$ cat config.mk
export PLATFORM = sky130hd
export DESIGN_NAME = ov5640_sccb_master_flat
export DESIGN_NICKNAME = d
export VERILOG_FILES = /design/src/rtl/ov5640_sccb_master_if.sv /design/src/rtl/ov5640_sccb_master.sv /design/src/flat_wrapper.sv
export SDC_FILE = /design/constraint.sdc
export NUM_CORES = 1
export LEC_CHECK = 0
export ABC_AREA = 1
export ABC_CLOCK_PERIOD_IN_PS = 5200
export CELL_PAD_IN_SITES_DETAIL_PLACEMENT = 0
export CELL_PAD_IN_SITES_GLOBAL_PLACEMENT = 1
export CORE_MARGIN = 4
export CORE_UTILIZATION = 47
export CTS_CLUSTER_DIAMETER = 150
export CTS_CLUSTER_SIZE = 8
export DETAILED_ROUTE_END_ITERATION = 10
export PLACE_DENSITY = 0.92
export SKIP_LAST_GASP = 1
export SYNTH_ARGS = -nofsm -noshare
export SYNTH_HDL_FRONTEND = slang
export SYNTH_SLANG_ARGS = --single-unit
export TNS_END_PERCENT = 100
$ cat constraint.sdc
create_clock -name clk_sys -period 5.2 [get_ports clk_sys]
set_input_delay 1.04 -clock clk_sys [delete_from_list [all_inputs] [get_ports clk_sys]]
set_output_delay 1.04 -clock clk_sys [all_outputs]
set_load 0.05 [all_outputs]
$ cat src/rtl/ov5640_sccb_master_if.sv
// Command/status bundle between the HPS register bridge (master) and the SCCB writer (slave).
// Latency: n/a (wires only).  Backpressure: the bridge may issue start only after seeing ready high.
interface ov5640_sccb_master_if;
    logic        start;
    logic [15:0] address;
    logic [7:0]  data;
    logic        ready;
    logic        busy;
    logic        done;
    logic        ack_err;
    logic        cmd_overflow;

    modport master (
        output start, address, data,
        input  ready, busy, done, ack_err, cmd_overflow
    );

    modport slave (
        input  start, address, data,
        output ready, busy, done, ack_err, cmd_overflow
    );
endinterface

$ cat src/rtl/ov5640_sccb_master.sv
// SCCB 3-phase register writer for the OV5640; SCCB_ACK_CHECK_EN enables NACK detection and early STOP.
// Latency: start to done = 156*CLK_DIV clk_sys cycles (shorter after a NACK when the check is enabled).
// Backpressure: ready is low while a frame is in flight; a start then is dropped and latches cmd_overflow.
module ov5640_sccb_master #(
    parameter int unsigned CLK_DIV  = 125,
    parameter logic [7:0]  DEV_ADDR = 8'h78
) (
    input  logic                       clk_sys,
    input  logic                       reset_n,
    ov5640_sccb_master_if.slave        cmd,
    output logic                       sioc,
    output logic                       siod_oe,
    input  logic                       siod_in
);
    typedef enum logic [2:0] {IDLE, START, BIT, STOP, GAP} state_t;

    localparam logic [15:0] CNT_MAX = 16'(CLK_DIV - 1);

    state_t      state_q, state_d;
    logic [1:0]  q_q, q_d;
    logic [15:0] cnt_q, cnt_d;
    logic [5:0]  slot_q, slot_d;
    logic [3:0]  bidx_q, bidx_d;
    logic [31:0] shreg_q, shreg_d;
    logic        busy_q, busy_d;
    logic        done_q, done_d;
    logic        ovf_q, ovf_d;
    logic        sioc_d, oe_d;
    logic        tick, capture, abort;

    assign capture          = cmd.start && (state_q == IDLE);
    assign tick             = (state_q != IDLE) && (cnt_q == CNT_MAX);
    assign cmd.ready        = (state_q == IDLE) && !cmd.start;
    assign cmd.busy         = busy_q;
    assign cmd.done         = done_q;
    assign cmd.cmd_overflow = ovf_q;

`ifdef SCCB_ACK_CHECK_EN
    logic nack_q, ack_err_q, nack_set;

    // bidx 8 is the ninth (ACK) slot of each byte; the sensor must hold SIOD low there
    assign nack_set = tick && (state_q == BIT) && (q_q == 2'd2) && (bidx_q == 4'd8) && siod_in;

    always_ff @(posedge clk_sys or negedge reset_n) begin
        if (!reset_n) begin
            nack_q    <= 1'b0;
            ack_err_q <= 1'b0;
        end else begin
            if (capture)
                nack_q <= 1'b0;
            else if (nack_set)
                nack_q <= 1'b1;
            if (nack_set)
                ack_err_q <= 1'b1;
        end
    end

    assign abort       = nack_q;
    assign cmd.ack_err = ack_err_q;
`else
    logic unused_siod_in;
    assign unused_siod_in = siod_in;
    assign abort          = 1'b0;
    assign cmd.ack_err    = 1'b0;
`endif

    always_comb begin
        state_d = state_q;
        q_d     = q_q;
        cnt_d   = cnt_q;
        slot_d  = slot_q;
        bidx_d  = bidx_q;
        shreg_d = shreg_q;
        busy_d  = busy_q;
        done_d  = 1'b0;
        ovf_d   = ovf_q | (cmd.start && (state_q != IDLE));

        if (capture) begin
            state_d = START;
            q_d     = 2'd0;
            cnt_d   = '0;
            slot_d  = '0;
            bidx_d  = '0;
            shreg_d = {DEV_ADDR, cmd.address, cmd.data};
            busy_d  = 1'b1;
        end else if (state_q != IDLE) begin
            cnt_d = tick ? '0 : cnt_q + 16'd1;
            if (tick) begin
                q_d = q_q + 2'd1;
                if (q_q == 2'd3) begin
                    case (state_q)
                        START: state_d = BIT;
                        BIT: begin
                            slot_d = slot_q + 6'd1;
                            if (bidx_q == 4'd8) begin
                                bidx_d = 4'd0;
                            end else begin
                                bidx_d  = bidx_q + 4'd1;
                                shreg_d = {shreg_q[30:0], 1'b0};
                            end
                            if ((slot_q == 6'd35) || abort)
                                state_d = STOP;
                        end
                        STOP: state_d = GAP;
                        GAP: begin
                            state_d = IDLE;
                            busy_d  = 1'b0;
                            done_d  = 1'b1;
                        end
                        default: state_d = IDLE;
                    endcase
                end
            end
        end

        // Pins are decoded from the quarter being entered so the registered outputs line up with it
        sioc_d = 1'b1;
        oe_d   = 1'b0;
        case (state_d)
            START: begin
                sioc_d = (q_d != 2'd3);
                oe_d   = (q_d != 2'd0);
            end
            BIT: begin
                sioc_d = (q_d == 2'd1) || (q_d == 2'd2);
                oe_d   = (bidx_d != 4'd8) && !shreg_d[31];
            end
            STOP: begin
                sioc_d = (q_d != 2'd0);
                oe_d   = (q_d <= 2'd1);
            end
            default: ;
        endcase
    end

    always_ff @(posedge clk_sys or negedge reset_n) begin
        if (!reset_n) begin
            state_q <= IDLE;
            q_q     <= '0;
            cnt_q   <= '0;
            slot_q  <= '0;
            bidx_q  <= '0;
            shreg_q <= '0;
            busy_q  <= 1'b0;
            done_q  <= 1'b0;
            ovf_q   <= 1'b0;
            sioc    <= 1'b1;
            siod_oe <= 1'b0;
        end else begin
            state_q <= state_d;
            q_q     <= q_d;
            cnt_q   <= cnt_d;
            slot_q  <= slot_d;
            bidx_q  <= bidx_d;
            shreg_q <= shreg_d;
            busy_q  <= busy_d;
            done_q  <= done_d;
            ovf_q   <= ovf_d;
            sioc    <= sioc_d;
            siod_oe <= oe_d;
        end
    end
endmodule
$ cat src/flat_wrapper.sv
// flat-port wrapper written by rule: the top's interface ports become plain ports
module ov5640_sccb_master_flat 
#(
    parameter int unsigned CLK_DIV  = 125,
    parameter logic [7:0]  DEV_ADDR = 8'h78
)
  (clk_sys, reset_n, sioc, siod_oe, siod_in, cmd_start, cmd_address, cmd_data, cmd_ready, cmd_busy, cmd_done, cmd_ack_err, cmd_cmd_overflow);
  ov5640_sccb_master_if cmd_i ();
  input  logic clk_sys;
  input  logic reset_n;
  output logic sioc;
  output logic siod_oe;
  input  logic siod_in;
  input wire logic [$bits(cmd_i.start)-1:0] cmd_start;
  input wire logic [$bits(cmd_i.address)-1:0] cmd_address;
  input wire logic [$bits(cmd_i.data)-1:0] cmd_data;
  output wire logic [$bits(cmd_i.ready)-1:0] cmd_ready;
  output wire logic [$bits(cmd_i.busy)-1:0] cmd_busy;
  output wire logic [$bits(cmd_i.done)-1:0] cmd_done;
  output wire logic [$bits(cmd_i.ack_err)-1:0] cmd_ack_err;
  output wire logic [$bits(cmd_i.cmd_overflow)-1:0] cmd_cmd_overflow;
  assign cmd_i.start = cmd_start;
  assign cmd_i.address = cmd_address;
  assign cmd_i.data = cmd_data;
  assign cmd_ready = cmd_i.ready;
  assign cmd_busy = cmd_i.busy;
  assign cmd_done = cmd_i.done;
  assign cmd_ack_err = cmd_i.ack_err;
  assign cmd_cmd_overflow = cmd_i.cmd_overflow;
  ov5640_sccb_master #(.CLK_DIV(CLK_DIV), .DEV_ADDR(DEV_ADDR)) u_core (.clk_sys(clk_sys), .reset_n(reset_n), .cmd(cmd_i), .sioc(sioc), .siod_oe(siod_oe), .siod_in(siod_in));
endmodule
==> impl_metrics.csv, run 1 <==
group,metric,value,unit
finish,final_util,56.3,%
route,post_drt_wl_per_cell,12.7,microns
yosys,synthesis.area,3750,sq um
timing,final.min_clock_period,3730,ps
yosys,ys_seq_area_share,45.4,%
placed_design,dpl_cell_area,4110,sq um
yosys,synth_ff_type,"dfrtp_1",
timing,timing.final.crit_share,71.8,%
placed_design,gp_congestion,0.843,
timing,fmax,268,MHz
timing,rsz0062_at_grt,"no",
timing,skew,13.5,ps
critical_path,cp.arrival,2690,ps
cts,cts_root_buf,"clkbuf_8",
global_route,grt_max_degree,41,
global_route,first_global_vias,2967,
timing,maxSlewHeadroom,55.6,%
route,routed_wl,7.55,mm
die,io_pins,35,
cts,cts_num_sinks,68,
cts,cts_resized,0,
cts,cts_buffer_depth,2,
pwr,p_leak,2.07,nW
yosys,synthTopCellsByArea,"dfrtp_1 (45%), nand2_1 (9.6%), inv_1 (7.0%)",
die,die_w,97.4,microns
pwr,powerDensity,251,nW/um^2
critical_path,r2r-end,"u_core.siod_oe",
run,maxCapViolations,0,
cts,postCtsHoldBufs,0,
route,drc_errors,0,
finish,drive_gt1_share,11.8,%
critical_path,r2r_setup_slack,2530,ps
route,drt_first_pass_iters,4,
cts,post-cts-setup-buffers,0,
critical_path,cp_max_fo,7,
pwr,max-vdd-ir-drop,0.000152,V
global_route,gr-total-overflow,0,
placed_design,portBuffers,32,
min_path,whs_endpoint,"u_core.cmd.busy",
timing,hold_slack,483,ps
placed_design,dpl.hpwl,5.32,mm
route,vias,3072,
route,via_per_inst,5.18,
min_path,holdCritStartpoint,"u_core.cmd.busy",
yosys,yosysTopAreaCell,"dfrtp_1",
critical_path,critPathKind,"input pin to output port",
global_route,grt_pass1_wl,13.4,mm
timing,maxSlewViolCount,0,
die,initial_core_util,48.6,%
cts,insertion_delay,340,ps
cts,h-tree-depth,3,
die,core.rowCount,32,
yosys,ys_warn_count,0,
critical_path,start_kind,"input pin",
yosys,syn_inst,456,
min_path,hold_depth,2,
route,ant_nets,0,
finish,fillCellCount,692,
critical_path,end_kind,"output port",
cts,cts.clk_slew.worst_paths,80,ps
critical_path,reg2regPathDepth,13,
timing,setup_viol,0,
finish,antennaDiodeCount,0,
pwr,total_power,1.09,mW
critical_path,worstReg2RegStart,"u_core.state_q[1]",
yosys,syn_nets,492,
yosys,synthDominantCellAreaShare,44.7,%
finish,final_nets,522,
yosys,synth_edf_count,0,
route,drt_iter0_drc,90,
finish,finalInstanceArea,4350,sq um
cts,cts_tree,"done",
critical_path,cp.required,4160,ps
finish,syn2layout_area_growth,15.8,%
cts,cts-buffers-inserted,9,
global_route,track_usage,17.0,%
global_route,antenna_found_initial,0,
yosys,synth_seq_cells,68,
yosys,ys_types,39,
yosys,synthArstFlopShare,100,%
min_path,hp-class,"flop to flop",
run_status,outcome,"completed",
yosys,syn_area_per_cell,8.23,sq um
die,die_h,97.4,microns
timing,tightest_slew,666,ps
timing,setup_tns,0,ps
die,die_area,9480,sq um
timing,hold_viol,0,
die,core,7730,sq um
-- state kept, by name, indices dropped and copies added, names as in the netlist --
signal and count:
u_core.bidx_q 4, u_core.cmd.busy 1, u_core.cmd.cmd_overflow 1, u_core.cmd.done 1, u_core.cnt_q 16, u_core.q_q 2, u_core.shreg_q 32, u_core.sioc 1
u_core.siod_oe 1, u_core.slot_q 6, u_core.state_q 3
-- per-layer routing --
layer  vias to the layer above  wire length (microns)  global-route usage (%)
li1                       1539                      -                       -
met4                         0                    121                    7.24
met2                        62                   3600                    27.7
met3                        13                    304                    3.02
met1                      1458                   3520                    22.4
met5                         -                      0                       0
-- cell usage after synthesis, types with 2 or more instances --
cell,count
nor2_4,5
inv_2,3
nand3b_1,2
nand2_4,2
o221ai_2,13
o21ai_1,5
o21ai_0,12
buf_6,3
inv_1,70
o221ai_1,5
nand3_1,30
nand2_2,5
a21oi_1,20
xnor2_1,2
ha_1,8
nand2_1,96
nor2_1,49
dfrtp_1,67
buf_2,5
o22ai_1,5
o211ai_1,2
nand4_1,6
xor2_1,2
a31oi_1,3
nor2_2,7
nor3_1,11
buf_4,4
nor3_2,3
-- through the flow --
| stage | setup WS, ps | cells |
|---|---|---|
| floorplan | 2590 | 456 |
| global placement | 1460 | 577 |
| finish | 1470 | 593 |
| CTS | 1460 | 593 |
| detailed placement | 1460 | 577 |
| global route | 1400 | 593 |
-- power breakdown --
part | total [mW] | internal, mW | switching [mW]
Combinational | 0.0314 | 0.0169 | 0.0145
Sequential | 0.528 | 0.528 | 0.0000000000000000419
Clock | 0.531 | 0.320 | 0.211
-- cell usage in the layout (no fill, tap or decap), types with 3 or more instances in the layout --
master	count
o221ai_2	13
nor2_2	7
a21oi_1	20
dfrtp_1	67
nor2_1	49
o21ai_1	5
ha_1	8
o221ai_1	5
nor2_4	5
inv_2	3
a31oi_1	3
o21ai_0	12
bufinv_16	3
nor3_2	3
nand2_1	96
inv_1	70
clkdlybuf4s50_1	31
nand4_1	6
o22ai_1	5
nor3_1	11
nand2_2	5
nand3_1	30
clkbuf_8	9
-- final cells by class --
class | instances | area [sq um] | area share [%]
clock buffer | 10 | 128 | 2.94
clock inverter | 6 | 113 | 2.59
inverter | 73 | 274 | 6.30
multi-input combinational | 301 | 1680 | 38.6
sequential | 68 | 1700 | 39.2
tap | 102 | 128 | 2.94
timing repair buffer | 33 | 323 | 7.42
-- kinds of logic (layout without fill, tap and decap cells) --
group	after synthesis	count (layout)	share of synthesized area [%]
simple gates	219	219	27.2
buf+inv	87	122	9.87
compound gates	69	69	13.9
flops	68	68	45.4
fa+ha+maj	8	8	2.67
xor+xnor	4	4	0.934
other cells	1	1	0.0999
-- how the worst max path moves through the flow --
stage	depth (start not counted)	slack [ps]	start	endpoint
after floorplan	1	2590	cmd_start	cmd_ready
after global placement	3	1460	cmd_start	cmd_ready
after detailed placement	3	1460	cmd_start	cmd_ready
after CTS	3	1460	cmd_start	cmd_ready
after global routing	3	1400	cmd_start	cmd_ready
final	3	1470	cmd_start	cmd_ready
-- worst max-delay path, cell delays in order --
cell and delay [ps]:
clkdlybuf4s50_1 470, nor2_2 310, clkdlybuf4s50_1 870
Power figures use the tool's default switching activity.
==> run 2, diff against run 1 <==
--- a/config.mk
+++ b/config.mk
@@ -6,15 +6,15 @@
 export NUM_CORES = 1
 export LEC_CHECK = 0
 export ABC_AREA = 1
-export ABC_CLOCK_PERIOD_IN_PS = 5200
+export ABC_CLOCK_PERIOD_IN_PS = 3800
 export CELL_PAD_IN_SITES_DETAIL_PLACEMENT = 0
 export CELL_PAD_IN_SITES_GLOBAL_PLACEMENT = 1
 export CORE_MARGIN = 4
-export CORE_UTILIZATION = 47
+export CORE_UTILIZATION = 43
 export CTS_CLUSTER_DIAMETER = 150
 export CTS_CLUSTER_SIZE = 8
 export DETAILED_ROUTE_END_ITERATION = 10
-export PLACE_DENSITY = 0.92
+export PLACE_DENSITY = 0.85
 export SKIP_LAST_GASP = 1
 export SYNTH_ARGS = -nofsm -noshare
 export SYNTH_HDL_FRONTEND = slang
==> constraint.sdc (replaced) <==
create_clock -name clk_sys -period 3.8 [get_ports clk_sys]
set_input_delay 0.76 -clock clk_sys [delete_from_list [all_inputs] [get_ports clk_sys]]
set_output_delay 0.76 -clock clk_sys [all_outputs]
set_load 0.05 [all_outputs]
==> run 2 against run 1 <==
  * Cell count up 0.84%
  * Clock power up 0.8%
  * Critical path depth unchanged
  * First-iteration DRC count up 34%
  * Register-to-register slack worse by 1200 ps
  * Power up 19%
  * Die area up 8.5%
  * Worst hold slack worse by 260 ps
  * Sequential power up 37%
  * Non-clock buffer count up 2
  * Final area down 1.1%
  * Setup slack worse by 820 ps
  * Critical endpoint unchanged
  * Largest cell class unchanged
==> impl_metrics.csv, run 2 (same netlist as run 1, synthesis figures left out) <==
group,metric,value,unit
run_status,outcome,"completed",
timing,skew,9.28,ps
cts,cts_num_sinks,68,
cts,h-tree-depth,3,
cts,cts_root_buf,"clkbuf_8",
route,highest_layer,"met4",
critical_path,critPathSlowestCell,"clkdlybuf4s50_1",
cts,cts_tree,"done",
cts,cts_resized,0,
route,met3_length,250,microns
route,ant_nets,0,
critical_path,critPathTopFamily,"buffers and inverters",
route,via_per_inst,5.05,
timing,fmax,317,MHz
finish,fillCellCount,793,
finish,final_util,51.6,%
global_route,track_usage,16.1,%
route,drc_errors,0,
timing,tightest_slew,542,ps
die,core,8340,sq um
min_path,hp-class,"input pin to async pin",
cts,cts-buffers-inserted,9,
global_route,antenna_found_initial,0,
critical_path,cp_max_fo,7,
finish,top_regs,"u_core.shreg_q (32), u_core.cnt_q (16), u_core.slot_q (6)",
cts,cts.clk_slew.worst_paths,80,ps
route,routed_wl,7.51,mm
die,core.rowCount,33,
timing,final.min_clock_period,3150,ps
critical_path,critPathKind,"input pin to output port",
finish,syn2layout_area_growth,14.6,%
timing,maxSlewHeadroom,63.7,%
critical_path,cp.required,3040,ps
die,die_h,101,microns
timing,timing.final.crit_share,82.9,%
global_route,first_global_vias,2829,
placed_design,portBuffers,32,
global_route,grt_pass1_wl,13.1,mm
timing,maxSlewViolCount,0,
finish,antennaDiodeCount,0,
global_route,grt_max_degree,43,
pwr,powerDensity,303,nW/um^2
die,die_area,10300,sq um
route,wl_met2,3.28,mm
die,io_pins,35,
critical_path,critPathBufInv,2,
route,vias,3022,
critical_path,start_kind,"input pin",
finish,drive_gt1_share,12.4,%
critical_path,end_kind,"output port",
cts,cts_buffer_depth,2,
route,drt-met1-wl,3.89,mm
global_route,gr-total-overflow,0,
cts,postCtsHoldBufs,0,
route,drt_iter0_drc,121,
die,die_w,101,microns
route,drt_first_pass_iters,4,
critical_path,cp.arrival,2390,ps
route,post_drt_wl_per_cell,12.6,microns
pwr,max-vdd-ir-drop,0.000138,V
finish,largest_register,"u_core.shreg_q",
timing,setup_tns,0,ps
cts,insertion_delay,350,ps
finish,largest_reg_flops,32,
pwr,p_leak,2.05,nW
die,initial_core_util,45.0,%
run,maxCapViolations,0,
timing,hold_viol,0,
timing,rsz0062_at_grt,"no",
cts,post-cts-setup-buffers,0,
finish,layout_common_cells,"nand2_1 (96), inv_1 (70), dfrtp_1 (67), nor2_1 (49), clkdlybuf4s50_1 (31)",
finish,final_nets,524,
timing,setup_viol,0,
finish,layout_commonest_cell,"nand2_1",
critical_path,path_cells,"clkdlybuf4s50_1, nor2_2, clkdlybuf4s50_1",
timing,hold_slack,228,ps
critical_path,slowest_delay,860,ps
placed_design,dpl.hpwl,5.41,mm
critical_path,cp_common_cell,"clkdlybuf4s50_1",
placed_design,gp_congestion,0.832,
==> run 2: report_power, final <==
| part | total [mW] | internal (mW) | leakage (nW) | switching [mW] |
|---|---|---|---|---|
| clock | 0.535 | 0.240 | 0.0937 | 0.295 |
| sequential | 0.723 | 0.723 | 0.749 | 0.0000000000000000283 |
| combinational | 0.0443 | 0.0239 | 1.21 | 0.0204 |
| total | 1.30 | 0.987 | 2.05 | 0.315 |
==> run 2: worst paths after layout <==
path                                          from                 endpoint  slack (ps)  cells after the start
setup / recovery                         cmd_start                cmd_ready         650                      3
hold / removal                             reset_n        u_core.state_q[2]         230                      1
setup reg to reg                   u_core.cnt_q[0]        u_core.shreg_q[1]        1360                     10
hold reg to reg            u_core.cmd.cmd_overflow  u_core.cmd.cmd_overflow         470                      1
max in group asynchronous                  reset_n       u_core.shreg_q[27]        2820                      2
min in group clk_sys       u_core.cmd.cmd_overflow  u_core.cmd.cmd_overflow         470                      1
==> run 2: final cells by class <==
class | count | area (sq um) | share of cell area [%]
Timing Repair Buffer | 35 | 338 | 7.86
Sequential cell | 68 | 1700 | 39.6
Tap cell | 105 | 131 | 3.05
Multi-Input combinational cell | 301 | 1680 | 39.1
Clock inverter | 7 | 50.0 | 1.16
Inverter | 73 | 274 | 6.37
Clock buffer | 9 | 124 | 2.88
==> run 2: metal layers <==
layer	vias to the layer above	GRT usage, %
met2	35	23.8
met3	8	4.75
met1	1429	22.6
met4	0	5.32
li1	1550	-
met5	-	0
==> run 2: metrics by stage <==
step | setup slack, ps | power (mW) | std cells | area [sq um]
floorplan | 1750 | 0.741 | 456 | 3750
global placement | 672 | 0.783 | 582 | 4130
detailed placement | 656 | 0.783 | 582 | 4130
CTS | 648 | 1.32 | 598 | 4300
global route | 587 | 1.36 | 598 | 4300
finish | 649 | 1.30 | 598 | 4300
==> run 2: worst reg2reg max path, cell delays in order, from the launching register on <==
cell	delay (ps)
dfrtp_1	410
inv_1	130
ha_1	200
inv_1	50
nor2_1	120
nand3_1	140
nor2_4	190
nand3_4	380
nand2_4	480
o22ai_1	130
a21oi_1	150
==> run 3, diff against run 2 <==
--- a/config.mk
+++ b/config.mk
@@ -6,15 +6,15 @@
 export NUM_CORES = 1
 export LEC_CHECK = 0
 export ABC_AREA = 1
-export ABC_CLOCK_PERIOD_IN_PS = 3800
+export ABC_CLOCK_PERIOD_IN_PS = 2750
 export CELL_PAD_IN_SITES_DETAIL_PLACEMENT = 0
 export CELL_PAD_IN_SITES_GLOBAL_PLACEMENT = 1
 export CORE_MARGIN = 4
-export CORE_UTILIZATION = 43
+export CORE_UTILIZATION = 39
 export CTS_CLUSTER_DIAMETER = 150
 export CTS_CLUSTER_SIZE = 8
 export DETAILED_ROUTE_END_ITERATION = 10
-export PLACE_DENSITY = 0.85
+export PLACE_DENSITY = 0.82
 export SKIP_LAST_GASP = 1
 export SYNTH_ARGS = -nofsm -noshare
 export SYNTH_HDL_FRONTEND = slang
==> constraint.sdc (replaced) <==
create_clock -name clk_sys -period 2.75 [get_ports clk_sys]
set_input_delay 0.55 -clock clk_sys [delete_from_list [all_inputs] [get_ports clk_sys]]
set_output_delay 0.55 -clock clk_sys [all_outputs]
set_load 0.05 [all_outputs]
==> run 3 against run 2 <==
  * Worst hold slack worse by 15 ps
  * Combinational power rose by 41%
  * Cell count up 4.3%
  * Routed wire length is 4.8% higher
  * Largest cell class unchanged
  * Register-to-register slack lost 910 ps
  * Core utilization is 4.1 points lower
  * Critical path type is now flop to flop
  * Flip-flop and latch count is the same
  * Highest routed layer unchanged
  * Clock skew up 5.0 ps
==> impl_metrics.csv, run 3 (same netlist as run 1, synthesis figures left out) <==
group,metric,value,unit
run_status,outcome,"completed",
die,core,9280,sq um
finish,seq_area,1700,sq um
route,vias,3023,
critical_path,r2r_setup_slack,450,ps
finish,layout_common_cells,"nand2_1 (96), inv_1 (70), dfrtp_1 (67), nor2_1 (49)",
die,die_h,106,microns
cts,cts_tree,"done",
cts,cts_buffer_depth,2,
finish,layout_commonest_cell,"nand2_1",
route,via_per_inst,4.84,
finish,syn2layout_area_growth,17.3,%
critical_path,end_kind,"flop",
finish,final_util,47.4,%
pwr,p_leak,2.08,nW
critical_path,critPathKind,"flop to flop",
critical_path,path_cells,"inv_1, ha_1, nand2_1, inv_1, nand4_1, nor2_4, nor2_1, nor3_1, inv_1, ha_1, a21oi_1, nand3_1, nand2_1, inv_1, nand2_1",
route,post_drt_wl_per_cell,12.6,microns
global_route,first_global_vias,2864,
placed_design,dpl.hpwl,5.45,mm
cts,cts_resized,0,
timing,maxSlewHeadroom,65.9,%
route,drc_errors,0,
timing,rsz0062_at_grt,"no",
timing,timing.final.crit_share,83.5,%
cts,h-tree-depth,3,
die,die_w,106,microns
timing,fmax,436,MHz
critical_path,crit_start,"u_core.cnt_q[0]",
critical_path,cp.arrival,2590,ps
cts,cts.clk_slew.worst_paths,90,ps
timing,setup_viol,0,
timing,hold_viol,0,
global_route,grt_max_degree,69,
timing,final.min_clock_period,2300,ps
global_route,track_usage,14.6,%
cts,postCtsHoldBufs,0,
die,initial_core_util,40.4,%
die,core.rowCount,35,
die,io_pins,35,
global_route,antenna_found_initial,0,
finish,drive_gt1_share,12.9,%
cts,cts-buffers-inserted,9,
critical_path,r2r-end,"u_core.siod_oe",
cts,insertion_delay,350,ps
timing,skew,14.3,ps
critical_path,slowest_delay,410,ps
finish,fillCellCount,950,
placed_design,dp_slack,437,ps
timing,setup_tns,0,ps
min_path,hp-class,"input pin to async pin",
critical_path,reg2regPathDepth,15,
global_route,gr-total-overflow,0,
critical_path,start_kind,"flop",
critical_path,critPathSlowestCell,"dfrtp_1",
finish,top_regs,"u_core.shreg_q (32), u_core.cnt_q (16), u_core.slot_q (6)",
finish,antennaDiodeCount,0,
pwr,max-vdd-ir-drop,0.000226,V
finish,largest_register,"u_core.shreg_q",
critical_path,worstReg2RegStart,"u_core.cnt_q[0]",
die,die_area,11300,sq um
critical_path,cp_common_cell,"inv_1",
cts,cts_num_sinks,68,
timing,tightest_slew,510,ps
timing,setup_slack,455,ps
timing,maxSlewViolCount,0,
pwr,powerDensity,440,nW/um^2
placed_design,gp_congestion,0.807,
finish,final_nets,526,
run,maxCapViolations,0,
critical_path,cp_max_fo,8,
cts,cts_root_buf,"clkbuf_8",
route,drt_first_pass_iters,4,
finish,largest_reg_flops,32,
critical_path,cp.required,3040,ps
cts,post-cts-setup-buffers,0,
placed_design,portBuffers,32,
route,routed_wl,7.87,mm
route,ant_nets,0,
finish,multiInputGateArea,1680,sq um
global_route,grt_pass1_wl,13.5,mm
route,drt_iter0_drc,169,
run 3: changes by cell type in the layout (fill, tap and decap cells not counted), sizes merged:
| cell | previous run | this run |
|---|---|---|
| buf | 4 | 7 |
| clkinv | 5 | 2 |
| bufinv | 0 | 1 |
| clkdlybuf4s50 | 31 | 30 |
| clkinvlp | 0 | 1 |
| inv | 75 | 76 |
run 3: metal layers:
metal | GRT usage, % | part of all wire (%)
met4 | 5.27 | 1.3
met2 | 21.9 | 44
met5 | 0 | 0
met1 | 21.1 | 51
met3 | 2.73 | 3.3
run 3: how the worst max path moves through the flow:
stage / endpoint / slack, ps / depth (start not counted)
final: u_core.siod_oe / 450 / 15
after detailed placement: u_core.siod_oe / 440 / 15
after CTS: u_core.siod_oe / 420 / 15
after global routing: u_core.siod_oe / 110 / 15
after floorplan: u_core.siod_oe / 750 / 15
after global placement: u_core.siod_oe / 460 / 10
run 3: layout make-up:
| type | count | share of cell area (%) |
|---|---|---|
| multi-input combinational | 301 | 38.2 |
| clock inverter | 7 | 1.90 |
| inverter | 73 | 6.23 |
| tap | 129 | 3.67 |
| clock buffer | 9 | 2.81 |
| sequential | 68 | 38.7 |
| timing repair buffer | 37 | 8.53 |
run 3: where the power goes:
part | internal, mW | switching (mW)
clock network | 0.435 | 0.442
registers | 0.999 | 0.0000000000000000379
logic | 0.0342 | 0.0283
run 3: critical path: cells and delay by family, from the launching register on:
| family | cells | cell delay, ps |
|---|---|---|
| flip-flops | 1 | 410 |
| adder cells (fa/ha/maj) | 2 | 410 |
| buffers and inverters | 4 | 310 |
| AO/OA/AOI/OAI | 1 | 110 |
| AND/OR/NAND/NOR | 8 | 980 |
run 3: stage by stage:
step	power (mW)	hold WS (ps)	instance area (sq um)	instances
floorplan	1.02	254	3750	456
global placement	1.08	438	4190	608
detailed placement	1.08	451	4190	608
CTS	1.96	230	4400	624
global route	2.01	251	4400	624
finish	1.94	213	4400	624
==> variant 1: new RTL, flow settings as in run 2 <==
The option `SCCB_ACK_CHECK_EN` is turned on by a define.
--- a/src/rtl/ov5640_sccb_master.sv
+++ b/src/rtl/ov5640_sccb_master.sv
@@ -3,2 +3,4 @@
 // Backpressure: ready is low while a frame is in flight; a start then is dropped and latches cmd_overflow.
+`define SCCB_ACK_CHECK_EN
+
 module ov5640_sccb_master #(
Formal check against the unedited RTL: same outputs for any inputs over 10 cycles, from zero or initial values and one cycle with reset_n low; that may be too few to reach the edited logic, so the function may still have changed.
==> variant 1 against run 2 <==
  * Sequential power is 6.9% higher
  * Design area rose by 9.8%
  * Wire length grew 15%
  * Count of clock-buffer cells in the layout is the same
  * Power grew 13%
  * Worst setup slack better by 0.10 ns
  * Sequential cell count increased by 2
  * Area after synthesis grew 9.1%
  * Largest cell class is now multi-input gates
  * Highest routed layer unchanged
==> variant 1: results (changes against run 2) <==
Status
  – Outcome: finished, final reports clean (unchanged)

Power
  – Leakage power: 2.33 nW (was 2.05 nW)
  – Worst VDD drop: 0.152 mV (was 0.138 mV)

Synthesis
  – Warnings from Yosys: 0 (unchanged)
  – Ys flop type: dfrtp_1 (unchanged)
  – Post-synth top cells: nand2_1, inv_1, dfrtp_1 (unchanged)
  – Syn nets: 553 (was 492)
  – Synth area leaders: dfrtp_1, nand2_1, inv_1 (unchanged)
  – Post-synthesis sequential area ratio: 42.8% (was 45.4%)
  – Synth cell types: 36 (was 39)
  – Asr flop ratio synth: 100% (unchanged)
  – Mapped Avg Cell Area: 7.94 µm² (was 8.23 µm²)

Route
  – 1st-iter DRT viols: 131 (was 121)
  – Routed length per instance: 12.6 µm (about the same)
  – Routed length on met2: 3810 µm (was 3280 µm)
  – Drt first pass iters: 4 (unchanged)
  – Final WL: 8600 µm (was 7510 µm)
  – Metal3 WL: 340 µm (was 250 µm)
  – DR vias: 3353 (was 3022)
  – Met1 Wirelength: 4300 µm (was 3890 µm)

Clock network
  – H-Tree Depth: 3 (unchanged)
  – Clock buffers created by TritonCTS: 9 (unchanged)
  – Clk_lat worst skew: 0.36 ns
  – Post-CTS resize count: 0 (unchanged)
  – Max Buffers Root-to-Sink: 2 (unchanged)
  – Clock-pin slew on the worst setup and hold paths: 0.07 ns

Hold path
  – Worst Hold End: u_core.cmd.cmd_overflow
  – Hold WC Path Type: flop to flop (was primary input to asynchronous set/reset pin)
  – Hold path depth: 1

Final layout
  – Share of cells above drive strength 1: 14.0% (was 12.4%)
  – ANT cells: 0 (unchanged)
  – Final nets: 588 (was 524)
  – Largest registers: u_core.shreg_q x32, u_core.cnt_q x16, u_core.slot_q x6 (unchanged)
  – Fillcell total: 903 (was 793)

Global route
  – Total grt overflow: 0 (unchanged)
  – Total GRT Usage: 16.8% (was 16.1%)
  – GR met2 Demand/Resource: 25.4% (was 23.8%)
  – Vias in the first global route: 3214 (was 2829)
  – First-pass GRT wire length: 15100 µm (was 13100 µm)
  – Pin count of the biggest net entering global routing: 71 (was 43)
  – Met1 Track Usage GR: 23.2% (was 22.6%)
  – Met3 Usage GRT: 3.86% (was 4.75%)

Place
  – IO buf count: 34 (was 32)
  – Placed cell count: 669 (was 582)
  – Half-perimeter wire length after placement: 6080 µm (was 5410 µm)
  – Post-place instance area: 0.00452 mm² (was 0.00413 mm²)
  – GP Congestion: 0.878 (was 0.832)

STA
  – Slew headroom: 33.2% (was 63.7%)
  – Hold Slack: 0.467 ns (was 0.228 ns)
  – Skew final: 0.0179 ns (was 0.00928 ns)

Setup path
  – Reg2Reg Capture Point: u_core.shreg_q[28] (was u_core.shreg_q[1])
  – Flop2flop setup slack: 1.32 ns (was 1.36 ns)
  – Reg2reg path depth: 7 (was 10)
  – WP data arrival: 2.29 ns (was 2.39 ns)
  – Worst r2r src: u_core.q_q[1] (was u_core.cnt_q[0])
-- variant 1: cell count changes after synthesis, sizes merged, moves of 9 or more --
cell    change
o21ai       +9
inv        +17
o211ai     +22
nor3        -9
nand3      +26
nand2      +34
o221ai     -18
-- variant 1: per-stage QoR --
step / setup slack, ns / util, %
finish: 0.751 / 51.1
global route: 0.711 / 51.1
CTS: 0.739 / 51.1
detailed placement: 0.745 / 48.9
global placement: 0.753 / 48.9
floorplan: 1.90 / -
-- variant 1: cell type report --
| cell class | count | share of cell area (%) |
|---|---|---|
| clock buffers | 9 | 2.62 |
| clock inverters | 7 | 1.75 |
| inverters | 90 | 7.15 |
| multi-input cells | 343 | 40.4 |
| flip-flops and latches | 70 | 37.1 |
| well taps | 129 | 3.42 |
| repair buffers | 37 | 7.58 |
-- variant 1: power breakdown --
group          switching (mW)  internal [mW]
clock network           0.319          0.312
registers             0.00996          0.763
logic                  0.0326         0.0405
-- variant 1: logic make-up (layout without fill, tap and decap cells) --
group	Yosys count	after routing	share of synthesized area, %
fa+ha+maj	9	9	2.75
simple gates	262	262	30.1
flops	70	70	42.8
compound gates	68	68	12.9
buf+inv	103	143	10.7
xor+xnor	4	4	0.855
-- variant 1: worst max path at each step --
stage | startpoint | to | depth (start not counted)
6_report | cmd_start | cmd_ready | 3
5_1_grt | cmd_start | cmd_ready | 3
4_1_cts | cmd_start | cmd_ready | 3
3_5_place_dp | cmd_start | cmd_ready | 3
3_3_place_gp | cmd_start | cmd_ready | 3
2_1_floorplan | u_core.cnt_q[0] | u_core.sioc | 15
-- variant 1: critical path: stages --
cell and delay, ns:
clkdlybuf4s50_1 0.49, nor2_4 0.21, clkdlybuf4s50_1 0.83
==> variant 2: new RTL, flow settings as in run 2 <==
Without the edit above. Re-encode `state_t` (5 states) as one-hot, 5 bits wide.
--- a/src/rtl/ov5640_sccb_master.sv
+++ b/src/rtl/ov5640_sccb_master.sv
@@ -14,3 +14,3 @@
 );
-    typedef enum logic [2:0] {IDLE, START, BIT, STOP, GAP} state_t;
+    typedef enum logic [4:0] {IDLE = 5'b00001, START = 5'b00010, BIT = 5'b00100, STOP = 5'b01000, GAP = 5'b10000} state_t;
 
Behaviour: same outputs for any inputs over 10 cycles, from zero or initial values and one cycle with reset_n low; not proved beyond that.
==> variant 2 against run 2 <==
  * Wire length grew 7.4%
  * Die area shrank 0.25%
  * Critical path depth is the same
  * Sequential cell count grew 2
  * Count of clock-buffer cells in the layout grew 2
  * Design area grew 1.9%
  * Worst setup slack gained 0.087 ns
  * Area after synthesis shrank 0.27%
  * Hold slack gained 0.14 ns
  * Critical endpoint unchanged
Power is not compared: it rests on default switching activity, and its combinational part moved more than twofold at a synthesized area within 25%.
==> variant 2: results (changes against run 2) <==
Route
  – Drt first pass iters: 4 (unchanged)
  – Routed length per instance: 13.2 µm (was 12.6 µm)
  – Final WL: 8060 µm (was 7510 µm)
  – 1st-iter DRT viols: 129 (was 121)
  – Vias per cell: 5.00 (was 5.05)

Final layout
  – ANT cells: 0 (unchanged)
  – Final nets: 537 (was 524)
  – Largest registers: u_core.shreg_q x32, u_core.cnt_q x16, u_core.slot_q x6 (unchanged)
  – Share of cells above drive strength 1: 10.7% (was 12.4%)

Setup path
  – Reg2reg path depth: 13 (was 10)
  – Flop2flop setup slack: 1.38 ns (was 1.36 ns)
  – Worst r2r src: u_core.cnt_q[0] (unchanged)
  – Reg2Reg Capture Point: u_core.sioc (was u_core.shreg_q[1])
  – WP data arrival: 2.30 ns (was 2.39 ns)
  – Crit Path Max Fanout: 5 (was 7)

Global route
  – Pin count of the biggest net entering global routing: 31 (was 43)
  – Total GRT Usage: 17.6% (was 16.1%)
  – First-pass GRT wire length: 14300 µm (was 13100 µm)
  – Vias in the first global route: 3008 (was 2829)

Power
  – Worst VDD drop: ~0.25 mV
  – Leakage power: 2.12 nW
  – Int Power: 1.47 mW

Clock network
  – Clock-pin slew on the worst setup and hold paths: 0.08 ns (about the same)
  – Max Buffers Root-to-Sink: 2 (unchanged)
  – Clock buffers created by TritonCTS: 9 (unchanged)
  – Post-CTS Setup Inserts: 0 (unchanged)
  – H-Tree Depth: 3 (unchanged)
  – Clk_lat worst skew: about 0.34 ns

Synthesis
  – Mapped Avg Cell Area: 8.07 µm² (was 8.23 µm²)
  – Syn nets: 501 (was 492)
  – Post-synth top cells: nand2_1, inv_1, dfrtp_1 (unchanged)
  – Warnings from Yosys: 0 (unchanged)
  – Post-synthesis sequential area ratio: 46.9% (was 45.4%)
  – Synth area leaders: dfrtp_1, nand2_1, inv_1 (unchanged)
  – Synth cell types: 42 (was 39)

Place
  – Placed cell count: 594 (was 582)
  – GP Congestion: 0.881 (was 0.832)
  – Half-perimeter wire length after placement: 5910 µm (was 5410 µm)
  – IO buf count: 32 (unchanged)

Status
  – Outcome: finished, final reports clean (unchanged)

STA
  – Skew final: 0.00890 ns (was 0.00928 ns)

Hold path
  – Hold WC Path Type: primary input to asynchronous set/reset pin (unchanged)
[variant 2: cell count changes after synthesis, moves of 3 or more]
cell,delta
nor2_4,-3
inv_1,+8
o221ai_2,-10
a21oi_1,+4
nand3_2,+3
nor3_1,+3
nand3_1,-5
inv_2,+3
buf_4,-3
o221ai_1,+7
nand2_1,-3
[variant 2: final cells by class]
class                           count  area, µm²
Clock buffer                       11        151
Clock inverter                      5       81.3
Fill cell                         795       3960
Inverter                           85        320
Multi-Input combinational cell    298       1600
Sequential cell                    70       1750
Tap cell                          105        131
Timing Repair Buffer               36        345
[variant 2: per-layer routing]
layer | global-route usage, % | part of all wire, %
met1 | 24.2 | 50
met4 | 4.91 | 1.2
met5 | 0 | 0
met3 | 4.75 | 3.6
met2 | 27.7 | 46
[variant 2: through the flow]
step	hold slack, ns	setup WS (ns)	instance area, µm²	util [%]
3_5_place_dp	0.457	0.733	4150	49.8
5_1_grt	0.385	0.661	4380	52.6
3_3_place_gp	0.441	0.730	4150	49.8
4_1_cts	0.376	0.730	4380	52.6
2_1_floorplan	0.454	1.74	3740	-
6_report	0.370	0.736	4380	52.6
[variant 2: kinds of logic after synthesis]
logic type / share of synthesized area (%)
AOI/OAI and AO/OA: 12.9
xor gates and xnor gates: 0.468
adders and majority gates: 3.01
buffers and inverters: 10.4
DFF: 46.9
other: 0.100
and+or+nand+nor: 26.3
[variant 2: worst max-delay path, cell delays in order]
cell             delay [ns]
clkdlybuf4s50_1        0.47
nor2_2                 0.23
clkdlybuf4s50_1        0.84
[variant 2: power by group through the flow]
stage	clock network, mW	registers (mW)	logic (mW)
after global placement	0	0.948	0.562
final	0.693	0.938	0.570
after floorplan	0	0.947	0.423
after global routing	0.743	0.958	0.669
after detailed placement	0	0.951	0.576
after CTS	0.711	0.938	0.577
